===== config.mk =====
export PLATFORM = sky130hd
export DESIGN_NAME = dot_product_accel
export DESIGN_NICKNAME = d
export VERILOG_FILES = /design/src/rtl/dot_product_pkg.sv /design/src/rtl/dot_product_mac.sv /design/src/rtl/dot_product_accel.sv
export SDC_FILE = /design/constraint.sdc
export NUM_CORES = 1
export LEC_CHECK = 0
export ABC_AREA = 1
export BUFFER_PORTS_ARGS = -buffer_cell sky130_fd_sc_hd__buf_2
export CORE_MARGIN = 2
export CORE_UTILIZATION = 50
export CTS_CLUSTER_DIAMETER = 120
export DETAILED_ROUTE_END_ITERATION = 6
export PLACE_DENSITY_LB_ADDON = 0.15
export SETUP_SLACK_MARGIN = 0.4
export SYNTH_ARGS = -nofsm -noshare
export SYNTH_HDL_FRONTEND = slang
export SYNTH_SLANG_ARGS = --single-unit

===== constraint.sdc =====
create_clock -name i_clk -period 5.8 [get_ports i_clk]
set_input_delay 0 -clock i_clk [delete_from_list [all_inputs] [get_ports i_clk]]
set_output_delay 0 -clock i_clk [all_outputs]
set_load 0.1 [all_outputs]

===== src/rtl/dot_product_pkg.sv =====
// Shared definitions for the dot-product accelerator: bus instruction encoding,
// register map and STATUS bit positions.
package dot_product_pkg;

    typedef enum logic [1:0] {
        INSTR_NOP   = 2'b00,
        INSTR_READ  = 2'b01,
        INSTR_WRITE = 2'b10,
        INSTR_START = 2'b11
    } instr_e;

    localparam logic [1:0] ADDR_RESULT = 2'd0;
    localparam logic [1:0] ADDR_OPA    = 2'd1;
    localparam logic [1:0] ADDR_OPB    = 2'd2;
    localparam logic [1:0] ADDR_STATUS = 2'd3;

    localparam int STAT_BUSY = 0;
    localparam int STAT_DONE = 1;

endpackage


===== src/rtl/dot_product_mac.sv =====
// Sequential multiply-accumulate engine: snapshots both vectors on start and
// folds in one element product per clock, pulsing o_done on the last element.
module dot_product_mac #(
    parameter int DATA_WIDTH = 8,
    parameter int LENGTH     = 4,
    parameter int RES_W      = 2*DATA_WIDTH + $clog2(LENGTH)
) (
    input  logic                         i_clk,
    input  logic                         i_nrst,
    input  logic                         i_start,
    input  logic [DATA_WIDTH*LENGTH-1:0] i_a,
    input  logic [DATA_WIDTH*LENGTH-1:0] i_b,
    output logic                         o_busy,
    output logic                         o_done,
    output logic [RES_W-1:0]             o_result
);
    localparam int CNT_W  = (LENGTH > 1) ? $clog2(LENGTH) : 1;
    localparam int PROD_W = 2*DATA_WIDTH;

    typedef enum logic {S_IDLE, S_RUN} state_e;

    state_e                       r_state, w_next;
    logic [DATA_WIDTH*LENGTH-1:0] r_a, r_b;
    logic [CNT_W-1:0]             r_cnt;
    logic [RES_W-1:0]             r_acc;
    logic [DATA_WIDTH-1:0]        w_ea, w_eb;
    logic [PROD_W-1:0]            w_prod;
    logic [RES_W-1:0]             w_sum;
    logic                         w_last;

    assign w_ea   = r_a[r_cnt*DATA_WIDTH +: DATA_WIDTH];
    assign w_eb   = r_b[r_cnt*DATA_WIDTH +: DATA_WIDTH];
    assign w_prod = PROD_W'(w_ea) * PROD_W'(w_eb);
    assign w_sum  = r_acc + RES_W'(w_prod);
    assign w_last = (r_cnt == CNT_W'(LENGTH-1));

    always_ff @(posedge i_clk or negedge i_nrst) begin
        if (!i_nrst) r_state <= S_IDLE;
        else         r_state <= w_next;
    end

    always_comb begin
        w_next   = r_state;
        o_busy   = 1'b0;
        o_done   = 1'b0;
        o_result = w_sum;
        case (r_state)
            S_IDLE: if (i_start) w_next = S_RUN;
            S_RUN: begin
                o_busy = 1'b1;
                if (w_last) begin
                    o_done = 1'b1;
                    w_next = S_IDLE;
                end
            end
            default: w_next = S_IDLE;
        endcase
    end

    always_ff @(posedge i_clk or negedge i_nrst) begin
        if (!i_nrst) begin
            r_a   <= '0;
            r_b   <= '0;
            r_cnt <= '0;
            r_acc <= '0;
        end else if (r_state == S_IDLE) begin
            if (i_start) begin
                r_a   <= i_a;
                r_b   <= i_b;
                r_cnt <= '0;
                r_acc <= '0;
            end
        end else begin
            r_acc <= w_sum;
            r_cnt <= r_cnt + CNT_W'(1);
        end
    end

endmodule


===== src/rtl/dot_product_accel.sv =====
// Memory-mapped dot-product accelerator: register file, bus decode and
// registered read port wrapped around the sequential MAC engine.
module dot_product_accel
    import dot_product_pkg::*;
#(
    parameter int DATA_WIDTH = 8,
    parameter int LENGTH     = 4,
    parameter int MEM_DEPTH  = 4,
    parameter int MEM_WIDTH  = 32
) (
    input  logic                         i_clk,
    input  logic                         i_nrst,
    input  logic [1:0]                   i_instruction,
    input  logic [$clog2(MEM_DEPTH)-1:0] i_address,
    input  logic [MEM_WIDTH-1:0]         i_wr_data,
    output logic [MEM_WIDTH-1:0]         o_rd_data
);
    localparam int RES_W = 2*DATA_WIDTH + $clog2(LENGTH);

    logic [MEM_WIDTH-1:0] r_opa, r_opb, r_result, r_rd_data;
    logic                 r_done;
    logic                 w_start, w_busy, w_done_pulse;
    logic [RES_W-1:0]     w_result;
    logic [MEM_WIDTH-1:0] w_status, w_rd_mux;
    instr_e               w_instr;

    assign w_instr   = instr_e'(i_instruction);
    assign w_start   = (w_instr == INSTR_START);
    assign o_rd_data = r_rd_data;

    dot_product_mac #(
        .DATA_WIDTH (DATA_WIDTH),
        .LENGTH     (LENGTH)
    ) u_mac (
        .i_clk    (i_clk),
        .i_nrst   (i_nrst),
        .i_start  (w_start),
        .i_a      (r_opa),
        .i_b      (r_opb),
        .o_busy   (w_busy),
        .o_done   (w_done_pulse),
        .o_result (w_result)
    );

    always_comb begin
        w_status            = '0;
        w_status[STAT_BUSY] = w_busy;
        w_status[STAT_DONE] = r_done;
        case (i_address)
            ADDR_RESULT: w_rd_mux = r_result;
            ADDR_OPA:    w_rd_mux = r_opa;
            ADDR_OPB:    w_rd_mux = r_opb;
            default:     w_rd_mux = w_status;
        endcase
    end

    always_ff @(posedge i_clk or negedge i_nrst) begin
        if (!i_nrst) begin
            r_opa     <= '0;
            r_opb     <= '0;
            r_result  <= '0;
            r_rd_data <= '0;
            r_done    <= 1'b0;
        end else begin
            if (w_instr == INSTR_READ) r_rd_data <= w_rd_mux;
            if (w_instr == INSTR_WRITE) begin
                if (i_address == ADDR_OPA) r_opa <= i_wr_data;
                if (i_address == ADDR_OPB) r_opb <= i_wr_data;
            end
            // A START only counts (and clears done) when the engine is idle.
            if (w_start && !w_busy) r_done <= 1'b0;
            if (w_done_pulse) begin
                r_result <= MEM_WIDTH'(w_result);
                r_done   <= 1'b1;
            end
        end
    end

endmodule


== After elaboration in Yosys (flattened, before gate mapping) ==
Index checks and enable logic that the tools add are counted.

* $add $sub $neg: 2
* Multiply operators: 1
* Equal/unequal tests: 6
* Shifts and indexed selects: 2
* Mux-type cells: 13
* Bitwise logic cells: 1
* Reduce and logical (&&, ||, !) cells: 8

{| class="wikitable"
|+ Operator list
! kind !! number
|-
| case mux 32 bit (3 select lines) || 1
|-
| variable part select 32 x 6 -> 8 bit || 2
|-
| 2-to-1 mux 18 bit || 2
|-
| adder 18 x 16 -> 18 bit || 1
|-
| multiplier 8 x 8 -> 16 bit || 1
|-
| equality test 2 bit (second input constant) || 4
|-
| 2-to-1 mux 1 bit || 7
|-
| AND reduction 2 bit || 3
|-
| equality test 2 x 1 -> 1 bit (second input constant) || 2
|-
| 2-to-1 mux 2 bit || 2
|-
| nonzero test 2 bit || 2
|-
| adder 2 x 1 -> 2 bit (second input constant) || 1
|-
| logical NOT 2 bit || 1
|-
| case mux 1 bit (2 select lines) || 1
|-
| logical AND 1 bit || 1
|-
| logical NOT 1 bit || 1
|-
| NOT 1 bit || 1
|}

* Bits in registers: 200
* Input port bits: 38
* Output and inout port bits: 32
* Word-level logic and storage cells: 43

== Longest topological paths before layout ==
Gate-level depths: netlist (run 1).

* Word-level depth: 5
* Depth in mapped cells: 25
* Mapped depth without buffers: 23

== Hierarchy ==
A second synthesis (run 1) with hierarchy kept.

* Cell total of the unflattened synthesis: 1,312
* Area, all modules: 11,672.4 um^2

{| class="wikitable"
|+ Modules (own cells, without submodules)
! module !! instances !! cells each !! area each (um^2) !! sequential area each (um^2)
|-
| dot_product_mac || 1 || 721 || 6,618.8 || 2,127.0
|-
| dot_product_accel || 1 || 591 || 5,053.6 || 2,877.8
|}

== Least setup slack after synthesis (run 1) ==
Ideal clock, no wire load.

* Path kind: reg-to-reg
* From: register u_mac.r_cnt[0]
* To: register r_result[16]
* Library setup time: 0.118 ns
* Data arrival time: 4.270 ns
* Required time: 5.682 ns
* Path slack: 1.411 ns
* Stages on the path, launching flop included: 24
* Buffers on the path: 2
* Period minus slack after synthesis: 4.389 ns
* Cells stage by stage: dfrtp_1 > buf_6 > inv_6 > buf_6 > nand2_1 > a32oi_2 > nand2_1 > fa_1 > fa_1 > inv_1 > fa_1 > inv_1 > fa_1 > inv_1 > ha_1 > nand2_1 > nor2_1 > nand2_1 > nand3_1 > nand2_1 > nand2_1 > nand2_1 > nand3_1 > nand2_1

* Longest elaborated chain between the ends: 3
* Elaborated cells between the ends (all ways): 7
* Classes of those cells: 1 x add/sub; 1 x mul; 1 x eq/ne; 2 x shift; 2 x mux

{| class="wikitable"
|+ RTL lines
! what !! line !! text
|-
| start: declaration || dot_product_mac.sv:24 || <nowiki>logic [CNT_W-1:0] r_cnt;</nowiki>
|-
| start signal: assignment || dot_product_mac.sv:75 || <nowiki>r_cnt <= r_cnt + CNT_W'(1);</nowiki>
|-
| variable part select 32 x 6 -> 8 bit, or another cell as far along || dot_product_mac.sv:31 || <nowiki>assign w_ea = r_a[r_cnt*DATA_WIDTH +: DATA_WIDTH];</nowiki>
|-
| multiplier 8 x 8 -> 16 bit or 2-to-1 mux 1 bit (tied branches) || dot_product_mac.sv:33, dot_product_mac.sv:51 ||
|-
| adder 18 x 16 -> 18 bit or 2-to-1 mux 1 bit (tied branches) || dot_product_mac.sv:34, dot_product_mac.sv:47 ||
|-
| end signal: assignment || dot_product_accel.sv:73 || <nowiki>r_result <= MEM_WIDTH'(w_result);</nowiki>
|-
| end: declaration || dot_product_accel.sv:20 || <nowiki>logic [MEM_WIDTH-1:0] r_opa, r_opb, r_result, r_rd_data;</nowiki>
|}

Parallel ways exist; a longest one is shown, timed or not.
A chain may end at the register's enable or synchronous reset.

== Worst setup path after layout (run 1) ==
* From: register u_mac.r_cnt[0]
* To: register r_result[8]

The elaborated chain is that of the path after synthesis.

==> impl_metrics.prom, run 1 <==
# TYPE chip_impl_metric gauge
chip_impl_info{name="outcome",value="finished, final reports clean"} 1
chip_impl_info{name="crit_path_cell_trace",value="buf_12 -> inv_6 -> nand2_1 -> a32oi_4 -> nand2_1 -> fa_1 -> inv_1 -> fa_1 -> fa_1 -> inv_1 -> fa_1 -> inv_1 -> ha_1 -> nand2_1 -> nor2_1 -> nand2_1 -> nand3_1 -> xor2_2 -> nand2_1 -> nand2_1"} 1
chip_impl_info{name="crit-reg2reg-launch",value="u_mac.r_cnt[0]$_DFFE_PN0P_"} 1
chip_impl_metric{name="crit_path_max_fanout",unit=""} 32
chip_impl_metric{name="flops_latches_synth",unit=""} 200
chip_impl_info{name="yosys_most_used_dff",value="sky130_fd_sc_hd__dfrtp_1"} 1
chip_impl_info{name="timing.rr.end",value="r_result[8]$_DFFE_PN0P_"} 1
chip_impl_info{name="yosys-top-cells-area",value="sky130_fd_sc_hd__dfrtp_1 44%, sky130_fd_sc_hd__nand2_1 16%, sky130_fd_sc_hd__fa_1 8.9%"} 1
chip_impl_metric{name="grt_start_max_net_pins",unit=""} 79
chip_impl_metric{name="worst_pin_slew",unit="ns"} 1.12
chip_impl_metric{name="hpwlAfterDp",unit="um"} 21500
chip_impl_metric{name="synth_area",unit="um^2"} 11300
chip_impl_info{name="slowest_stage",value="sky130_fd_sc_hd__fa_1"} 1
chip_impl_metric{name="max_stage_delay",unit="ns"} 0.55
chip_impl_info{name="cts_root_buf",value="sky130_fd_sc_hd__clkbuf_16"} 1
chip_impl_metric{name="worst_clock_skew",unit="ns"} 0.0134
chip_impl_metric{name="synthCells",unit=""} 1353
chip_impl_metric{name="ys.warnings.count",unit=""} 0
chip_impl_metric{name="reg2reg_depth",unit=""} 20
chip_impl_metric{name="fraction_of_final_layout_cells_with_drive_strength_greater_than_1",unit="%"} 10.7
chip_impl_metric{name="htreeDepth",unit=""} 4
chip_impl_metric{name="gr-usage-all-layers",unit="%"} 25.7
chip_impl_metric{name="rows",unit=""} 54
chip_impl_metric{name="timing.final.setup_violations",unit=""} 0
chip_impl_metric{name="data_required_critical_path",unit="ns"} 6.18
chip_impl_metric{name="syn_avg_cell_area",unit="um^2"} 8.32
chip_impl_metric{name="die_height",unit="um"} 154
chip_impl_metric{name="tritoncts.num_buffers",unit=""} 17
chip_impl_metric{name="fin_setup_tns",unit="ns"} 0
chip_impl_metric{name="grt_first_pass_wirelength",unit="um"} 47500
chip_impl_metric{name="first_iter_violations",unit=""} 601
chip_impl_metric{name="routed_wire_length_per_instance",unit="um"} 16.8
chip_impl_info{name="timing.setup.critical_path_class",value="flop to flop"} 1
chip_impl_metric{name="boundaryPins",unit=""} 70
chip_impl_metric{name="die_footprint",unit="um^2"} 23700
chip_impl_info{name="critPathCaptureType",value="flop"} 1
chip_impl_metric{name="dieWidth",unit="um"} 154
chip_impl_metric{name="final_max_slew_viol_count",unit=""} 0
chip_impl_info{name="setup.worst_path.start_class",value="flop"} 1
chip_impl_metric{name="synth-edff-count",unit=""} 0
chip_impl_metric{name="synth-seq-area-share",unit="%"} 44.5
chip_impl_metric{name="gp_congestion",unit=""} 0.917
chip_impl_metric{name="hold_violations",unit=""} 0
chip_impl_metric{name="cts_sinks",unit=""} 200
chip_impl_metric{name="nets",unit=""} 1562
chip_impl_metric{name="grt_antenna_before_repair",unit=""} 0
chip_impl_info{name="rsz0062_at_grt",value="false"} 1
chip_impl_info{name="hold_path.class",value="primary input to flop"} 1
chip_impl_metric{name="vias_in_the_first_global_route",unit=""} 8746
chip_impl_metric{name="antenna_cells_inserted",unit=""} 0
chip_impl_metric{name="synthesis.nets",unit=""} 1482
chip_impl_metric{name="drt_drc_violations_left",unit=""} 0
chip_impl_info{name="post-synth-top-area-cell",value="sky130_fd_sc_hd__dfrtp_1"} 1
chip_impl_metric{name="drt_first_pass_iters",unit=""} 5
chip_impl_metric{name="hold_depth",unit=""} 5
chip_impl_metric{name="via_per_inst",unit=""} 5.14
chip_impl_metric{name="max_clock_freq",unit="GHz"} 0.195
chip_impl_metric{name="hold_slack",unit="ns"} 0.0873
chip_impl_metric{name="initial_standard_cell_utilization_of_the_core",unit="%"} 51.3
chip_impl_info{name="cts_tree",value="yes"} 1
chip_impl_metric{name="largest_buffer_count_on_any_clock_path",unit=""} 2
chip_impl_metric{name="clk_pin_slew_worst_paths",unit="ns"} 0.08
chip_impl_metric{name="regToRegSetupSlack",unit="ns"} 0.66
chip_impl_metric{name="number_of_nets_with_antenna_violations_after_detailed_routing",unit=""} 0
chip_impl_metric{name="min_period_over_period",unit="%"} 88.5
chip_impl_metric{name="synth_largest_type_area_fraction",unit="%"} 44.5
chip_impl_metric{name="timing.max_slew.rel_slack",unit="%"} 25.0
chip_impl_info{name="cp_common_cell",value="sky130_fd_sc_hd__nand2_1"} 1
chip_impl_metric{name="clk_latency",unit="ns"} 0.44
chip_impl_metric{name="dr_total_vias",unit=""} 8865
chip_impl_metric{name="maxCapViolations",unit=""} 0
chip_impl_info{name="hold_path.startpoint",value="i_address[0]"} 1
chip_impl_metric{name="globalRoute.totalOverflow",unit=""} 0
chip_impl_metric{name="port-buffer-count",unit=""} 69
chip_impl_metric{name="drt_wl_total",unit="um"} 29000
chip_impl_metric{name="worst-endpoint-arrival",unit="ns"} 5.51
chip_impl_metric{name="synth_async_reset_ratio",unit="%"} 100
chip_impl_metric{name="final.min_clock_period",unit="ns"} 5.14
chip_impl_info{name="min_delay_worst_endpoint",value="o_rd_data[0]$_DFFE_PN0N_"} 1
chip_impl_metric{name="core_area",unit="um^2"} 22000
chip_impl_metric{name="netlist-cell-type-count",unit=""} 33
chip_impl_metric{name="synthToLayoutAreaGrowth",unit="%"} 13.2
synth_stat cells (2+ instances only):
master	number
sky130_fd_sc_hd__a21oi_1	28
sky130_fd_sc_hd__a31oi_1	14
sky130_fd_sc_hd__nand3b_1	2
sky130_fd_sc_hd__xor2_1	3
sky130_fd_sc_hd__nand2_1	481
sky130_fd_sc_hd__o21ai_1	19
sky130_fd_sc_hd__nor2_2	2
sky130_fd_sc_hd__o21ai_0	98
sky130_fd_sc_hd__inv_2	17
sky130_fd_sc_hd__buf_2	18
sky130_fd_sc_hd__inv_1	194
sky130_fd_sc_hd__clkinv_1	2
sky130_fd_sc_hd__ha_1	41
sky130_fd_sc_hd__nand3_1	24
sky130_fd_sc_hd__fa_1	50
sky130_fd_sc_hd__o2111ai_1	2
sky130_fd_sc_hd__o22ai_1	8
sky130_fd_sc_hd__clkbuf_1	22
sky130_fd_sc_hd__buf_6	10
sky130_fd_sc_hd__a32oi_2	15
sky130_fd_sc_hd__dfrtp_1	200
sky130_fd_sc_hd__a221oi_1	11
sky130_fd_sc_hd__xnor2_1	5
sky130_fd_sc_hd__nand4_1	2
sky130_fd_sc_hd__buf_4	3
sky130_fd_sc_hd__nand2_4	2
sky130_fd_sc_hd__nor2_1	74
stage by stage:
step	cells	util (%)	setup WS, ns	instance area, um^2
after global placement	1656	53.4	0.556	11700
final	1726	58.0	0.665	12700
after CTS	1721	57.7	0.514	12700
after floorplan	1353	-	1.41	11300
after global routing	1726	58.0	0.386	12700
after detailed placement	1656	53.4	0.559	11700
cell usage in the layout (no fill, tap or decap), types with 4 or more instances in the layout:
master / netlist / routed
sky130_fd_sc_hd__a31oi_1: 14 / 14
sky130_fd_sc_hd__buf_2: 18 / 68
sky130_fd_sc_hd__clkinv_8: 0 / 4
sky130_fd_sc_hd__o21ai_1: 19 / 19
sky130_fd_sc_hd__xnor2_1: 5 / 5
sky130_fd_sc_hd__a32oi_4: 1 / 4
sky130_fd_sc_hd__buf_4: 3 / 11
sky130_fd_sc_hd__fa_1: 50 / 50
sky130_fd_sc_hd__inv_2: 17 / 16
sky130_fd_sc_hd__ha_1: 41 / 41
sky130_fd_sc_hd__clkbuf_16: 0 / 17
sky130_fd_sc_hd__dlygate4sd3_1: 0 / 33
sky130_fd_sc_hd__nand2_1: 481 / 481
sky130_fd_sc_hd__nor2_1: 74 / 74
sky130_fd_sc_hd__inv_1: 194 / 194
sky130_fd_sc_hd__o22ai_1: 8 / 8
sky130_fd_sc_hd__a221oi_1: 11 / 11
sky130_fd_sc_hd__nand3_1: 24 / 24
sky130_fd_sc_hd__a32oi_2: 15 / 12
sky130_fd_sc_hd__inv_6: 1 / 7
sky130_fd_sc_hd__o21ai_0: 98 / 98
sky130_fd_sc_hd__dfrtp_1: 200 / 200
sky130_fd_sc_hd__a21oi_1: 28 / 28
worst max-delay path by stage:
stage / start / to / slack, ns / depth (start not counted)
detailed placement: u_mac.r_cnt[1]$_DFFE_PN0P_ / r_result[8]$_DFFE_PN0P_ / 0.56 / 19
floorplan: u_mac.r_cnt[0]$_DFFE_PN0P_ / r_result[16]$_DFFE_PN0P_ / 1.41 / 23
global placement: u_mac.r_cnt[1]$_DFFE_PN0P_ / r_result[8]$_DFFE_PN0P_ / 0.56 / 19
finish: u_mac.r_cnt[0]$_DFFE_PN0P_ / r_result[8]$_DFFE_PN0P_ / 0.66 / 20
CTS: u_mac.r_cnt[1]$_DFFE_PN0P_ / r_result[8]$_DFFE_PN0P_ / 0.51 / 19
global route: u_mac.r_cnt[0]$_DFFE_PN0P_ / r_result[16]$_DFFE_PN0P_ / 0.39 / 22
state kept, by name (all words and copies together), names as in the netlist:
name and flops:
o_rd_data 32, r_opa 32, r_opb 32, u_mac.r_a 32, u_mac.r_b 32, r_result 18, u_mac.r_acc 18, u_mac.r_cnt 2
r_done 1, u_mac.r_state 1
kinds of logic (layout without fill, tap and decap cells):
family / count (synthesis) / after routing / synth area share, %
compound gates: 197 / 197 / 11.2
xor+xnor: 8 / 8 / 0.622
fa+ha+maj: 91 / 91 / 13.4
buf+inv: 268 / 361 / 9.97
flops: 200 / 200 / 44.5
simple gates: 589 / 589 / 20.3
critical path: cells and delay by family, from the launching register on:
family	cells	cell delay (ns)
compound gates	1	0.33
fa+ha+maj	5	2.46
xor+xnor	1	0.23
buf+inv	5	0.57
simple gates	8	0.97
flops	1	0.49
metal layers:
layer / wire length (um) / part of all wire (%) / global-route usage [%]
met4: 822 / 2.8 / 8.23
met5: 0 / 0 / 0
met1: 13800 / 48 / 37.3
met2: 13300 / 46 / 40.5
met3: 1050 / 3.6 / 3.33
final cells by class:
class                   count  area [um^2]
clock inverters            14          178
repair buffers            114          787
inverters                 215          817
well taps                 280          350
clock buffers              18          429
multi-input cells         885         5180
flip-flops and latches    200         5000
fillers                  1989         9220
what timing repair did:
item / 4_1_cts / 5_1_grt
hold buffers: 33 / 0
endpoints found under the hold margin: 135 / 0
setup buffers: 0 / 5
resized for setup: 0 / 6
endpoints found under the setup margin: 0 / 14
Power of run 1 is not shown: default switching activity piles up to over one toggle a cycle in this logic, so the estimate is an artifact.
==> inputs of run 2 (changes only) <==
==> constraint.sdc (replaced) <==
create_clock -name i_clk -period 6.2 [get_ports i_clk]
set_input_delay 0 -clock i_clk [delete_from_list [all_inputs] [get_ports i_clk]]
set_output_delay 0 -clock i_clk [all_outputs]
set_load 0.1 [all_outputs]
==> impl_metrics.prom, run 2 (synthesis gave the netlist of run 1 again) <==
# TYPE chip_impl_metric gauge
chip_impl_info{name="outcome",value="finished, final reports clean"} 1
chip_impl_metric{name="nets",unit=""} 1555
chip_impl_metric{name="fillCellCount",unit=""} 2023
chip_impl_metric{name="final_max_slew_viol_count",unit=""} 0
chip_impl_metric{name="worst_pin_slew",unit="ns"} 1.09
chip_impl_metric{name="gp_congestion",unit=""} 0.907
chip_impl_metric{name="dr_total_vias",unit=""} 8791
chip_impl_info{name="timing.setup.critical_path_class",value="flop to flop"} 1
chip_impl_metric{name="hold_violations",unit=""} 0
chip_impl_metric{name="initial_standard_cell_utilization_of_the_core",unit="%"} 51.3
chip_impl_info{name="top_layer",value="met4"} 1
chip_impl_metric{name="port-buffer-count",unit=""} 69
chip_impl_metric{name="max_stage_delay",unit="ns"} 0.55
chip_impl_metric{name="boundaryPins",unit=""} 70
chip_impl_metric{name="grt_start_max_net_pins",unit=""} 124
chip_impl_info{name="cp_common_cell",value="sky130_fd_sc_hd__nand2_1"} 1
chip_impl_metric{name="worst_clock_skew",unit="ns"} 0.0134
chip_impl_info{name="rsz0062_at_grt",value="false"} 1
chip_impl_metric{name="number_of_nets_with_antenna_violations_after_detailed_routing",unit=""} 0
chip_impl_metric{name="wl_met2",unit="um"} 12800
chip_impl_metric{name="drt_wl_total",unit="um"} 28600
chip_impl_metric{name="data_required_critical_path",unit="ns"} 6.57
chip_impl_metric{name="dieWidth",unit="um"} 154
chip_impl_metric{name="met3_length",unit="um"} 1300
chip_impl_metric{name="fin_cells",unit=""} 1719
chip_impl_metric{name="cts_sinks",unit=""} 200
chip_impl_metric{name="antenna_cells_inserted",unit=""} 0
chip_impl_metric{name="largest_buffer_count_on_any_clock_path",unit=""} 2
chip_impl_metric{name="max_clock_freq",unit="GHz"} 0.189
chip_impl_metric{name="min_period_over_period",unit="%"} 85.5
chip_impl_metric{name="routed_wire_length_per_instance",unit="um"} 16.6
chip_impl_metric{name="synthToLayoutAreaGrowth",unit="%"} 12.3
chip_impl_metric{name="die_height",unit="um"} 154
chip_impl_metric{name="clk_latency",unit="ns"} 0.44
chip_impl_metric{name="drt_first_pass_iters",unit=""} 5
chip_impl_metric{name="area_of_the_multi_input_gates",unit="um^2"} 5140
chip_impl_metric{name="post-cts-setup-buffers",unit=""} 0
chip_impl_metric{name="globalRoute.totalOverflow",unit=""} 0
chip_impl_metric{name="grt_antenna_before_repair",unit=""} 0
chip_impl_metric{name="maxCapViolations",unit=""} 0
chip_impl_metric{name="final.min_clock_period",unit="ns"} 5.30
chip_impl_metric{name="fraction_of_final_layout_cells_with_drive_strength_greater_than_1",unit="%"} 10.3
chip_impl_metric{name="die_footprint",unit="um^2"} 23700
chip_impl_metric{name="area.sequential",unit="um^2"} 5010
chip_impl_metric{name="wirelength_met1",unit="um"} 13600
chip_impl_metric{name="gr-usage-all-layers",unit="%"} 25.6
chip_impl_metric{name="critical_path_buf_inv_count",unit=""} 4
chip_impl_metric{name="core_area",unit="um^2"} 22000
chip_impl_metric{name="first_iter_violations",unit=""} 599
chip_impl_info{name="delay_heaviest_family_cp",value="adder cells"} 1
chip_impl_metric{name="worst-endpoint-arrival",unit="ns"} 5.68
chip_impl_info{name="cts_tree",value="yes"} 1
chip_impl_metric{name="clk_pin_slew_worst_paths",unit="ns"} 0.08
chip_impl_info{name="slowest_stage",value="sky130_fd_sc_hd__fa_1"} 1
chip_impl_metric{name="post-place-cells",unit=""} 1654
chip_impl_info{name="commonest_cells_after_routing_fill_and_taps_aside",value="481 x sky130_fd_sc_hd__nand2_1, 199 x sky130_fd_sc_hd__dfrtp_1, 194 x sky130_fd_sc_hd__inv_1"} 1
chip_impl_metric{name="timing.final.setup_violations",unit=""} 0
chip_impl_info{name="layout_commonest_cell",value="sky130_fd_sc_hd__nand2_1"} 1
chip_impl_metric{name="htreeDepth",unit=""} 4
chip_impl_info{name="critPathCaptureType",value="flop"} 1
chip_impl_metric{name="rows",unit=""} 54
chip_impl_metric{name="grt_first_pass_wirelength",unit="um"} 47100
chip_impl_metric{name="vias_in_the_first_global_route",unit=""} 8723
chip_impl_metric{name="tritoncts.num_buffers",unit=""} 17
chip_impl_metric{name="via_per_inst",unit=""} 5.11
chip_impl_info{name="cts_root_buf",value="sky130_fd_sc_hd__clkbuf_16"} 1
chip_impl_metric{name="hpwlAfterDp",unit="um"} 20900
chip_impl_metric{name="fin_setup_tns",unit="ns"} 0
chip_impl_metric{name="drt_drc_violations_left",unit=""} 0
chip_impl_info{name="hold_path.class",value="primary input to flop"} 1
chip_impl_info{name="crit_path_cell_trace",value="inv_2 -> a21oi_1 -> a32oi_2 -> nand2_1 -> fa_1 -> fa_1 -> inv_1 -> fa_1 -> inv_1 -> fa_1 -> inv_1 -> ha_1 -> nand2_1 -> nor2_1 -> nand2_1 -> nand3_1 -> xor2_1 -> nand2_1 -> nand2_1"} 1
chip_impl_metric{name="timing.max_slew.rel_slack",unit="%"} 27.1
chip_impl_info{name="setup.worst_path.start_class",value="flop"} 1
chip_impl_metric{name="crit_path_max_fanout",unit=""} 33
==> run 2: cell count changes in the layout (fill, tap and decap cells not counted), sizes merged <==
cell      before  now
inv          221  219
clkinv         6    9
buf           80   73
clkinvlp       1    0
==> run 2: layer usage <==
metal	vias to the layer above	global-route usage, %
li1	4336	-
met1	4180	36.9
met2	236	39.4
met3	39	3.86
met4	0	9.43
met5	-	0
==> run 2: worst paths after layout <==
path | startpoint | to | slack, ns | cells past startpoint
max | u_mac.r_cnt[1]$_DFFE_PN0P_ | r_result[8]$_DFFE_PN0P_ | 0.90 | 19
min | i_address[1] | o_rd_data[22]$_DFFE_PN0N_ | 0.10 | 4
max reg2reg | u_mac.r_cnt[1]$_DFFE_PN0P_ | r_result[8]$_DFFE_PN0P_ | 0.90 | 19
min reg2reg | u_mac.r_b[1]$_DFFE_PN0P_ | u_mac.r_b[1]$_DFFE_PN0P_ | 0.48 | 2
max in group asynchronous | i_nrst | u_mac.r_cnt[0]$_DFFE_PN0P_ | 4.20 | 3
min in group asynchronous | i_nrst | r_opa[21]$_DFFE_PN0P_ | 0.27 | 2
==> run 2: repair_timing <==
action,4_1_cts,5_1_grt
resized for setup,0,1
hold buffers,33,0
endpoints found under the hold margin,186,0
endpoints found under the setup margin,0,15
==> run 2: tightest hold or removal path: cells and delay by family <==
| kind | cells | cell delay (ns) |
|---|---|---|
| compound gates | 1 | 0.07 |
| simple gates | 2 | 0.25 |
| buf+inv | 1 | 0.17 |
==> run 2: area by class of cell <==
type	instances	share of cell area (%)
clock buffers	18	3.40
multi-input cells	885	40.6
clock inverters	14	1.45
well taps	280	2.77
flip-flops and latches	200	39.6
repair buffers	107	5.71
inverters	215	6.44
==> run 2: stage by stage <==
step	cell area [um^2]	hold WS, ns	util (%)	setup WS, ns
after global placement	11700	0.231	53.3	0.669
final	12600	0.101	57.6	0.897
after CTS	12600	0.0964	57.6	0.624
after global routing	12600	0.118	57.6	0.554
after floorplan	11300	-0.296	-	1.81
after detailed placement	11700	0.231	53.3	0.654
Power of run 2 is left out for the same reason.
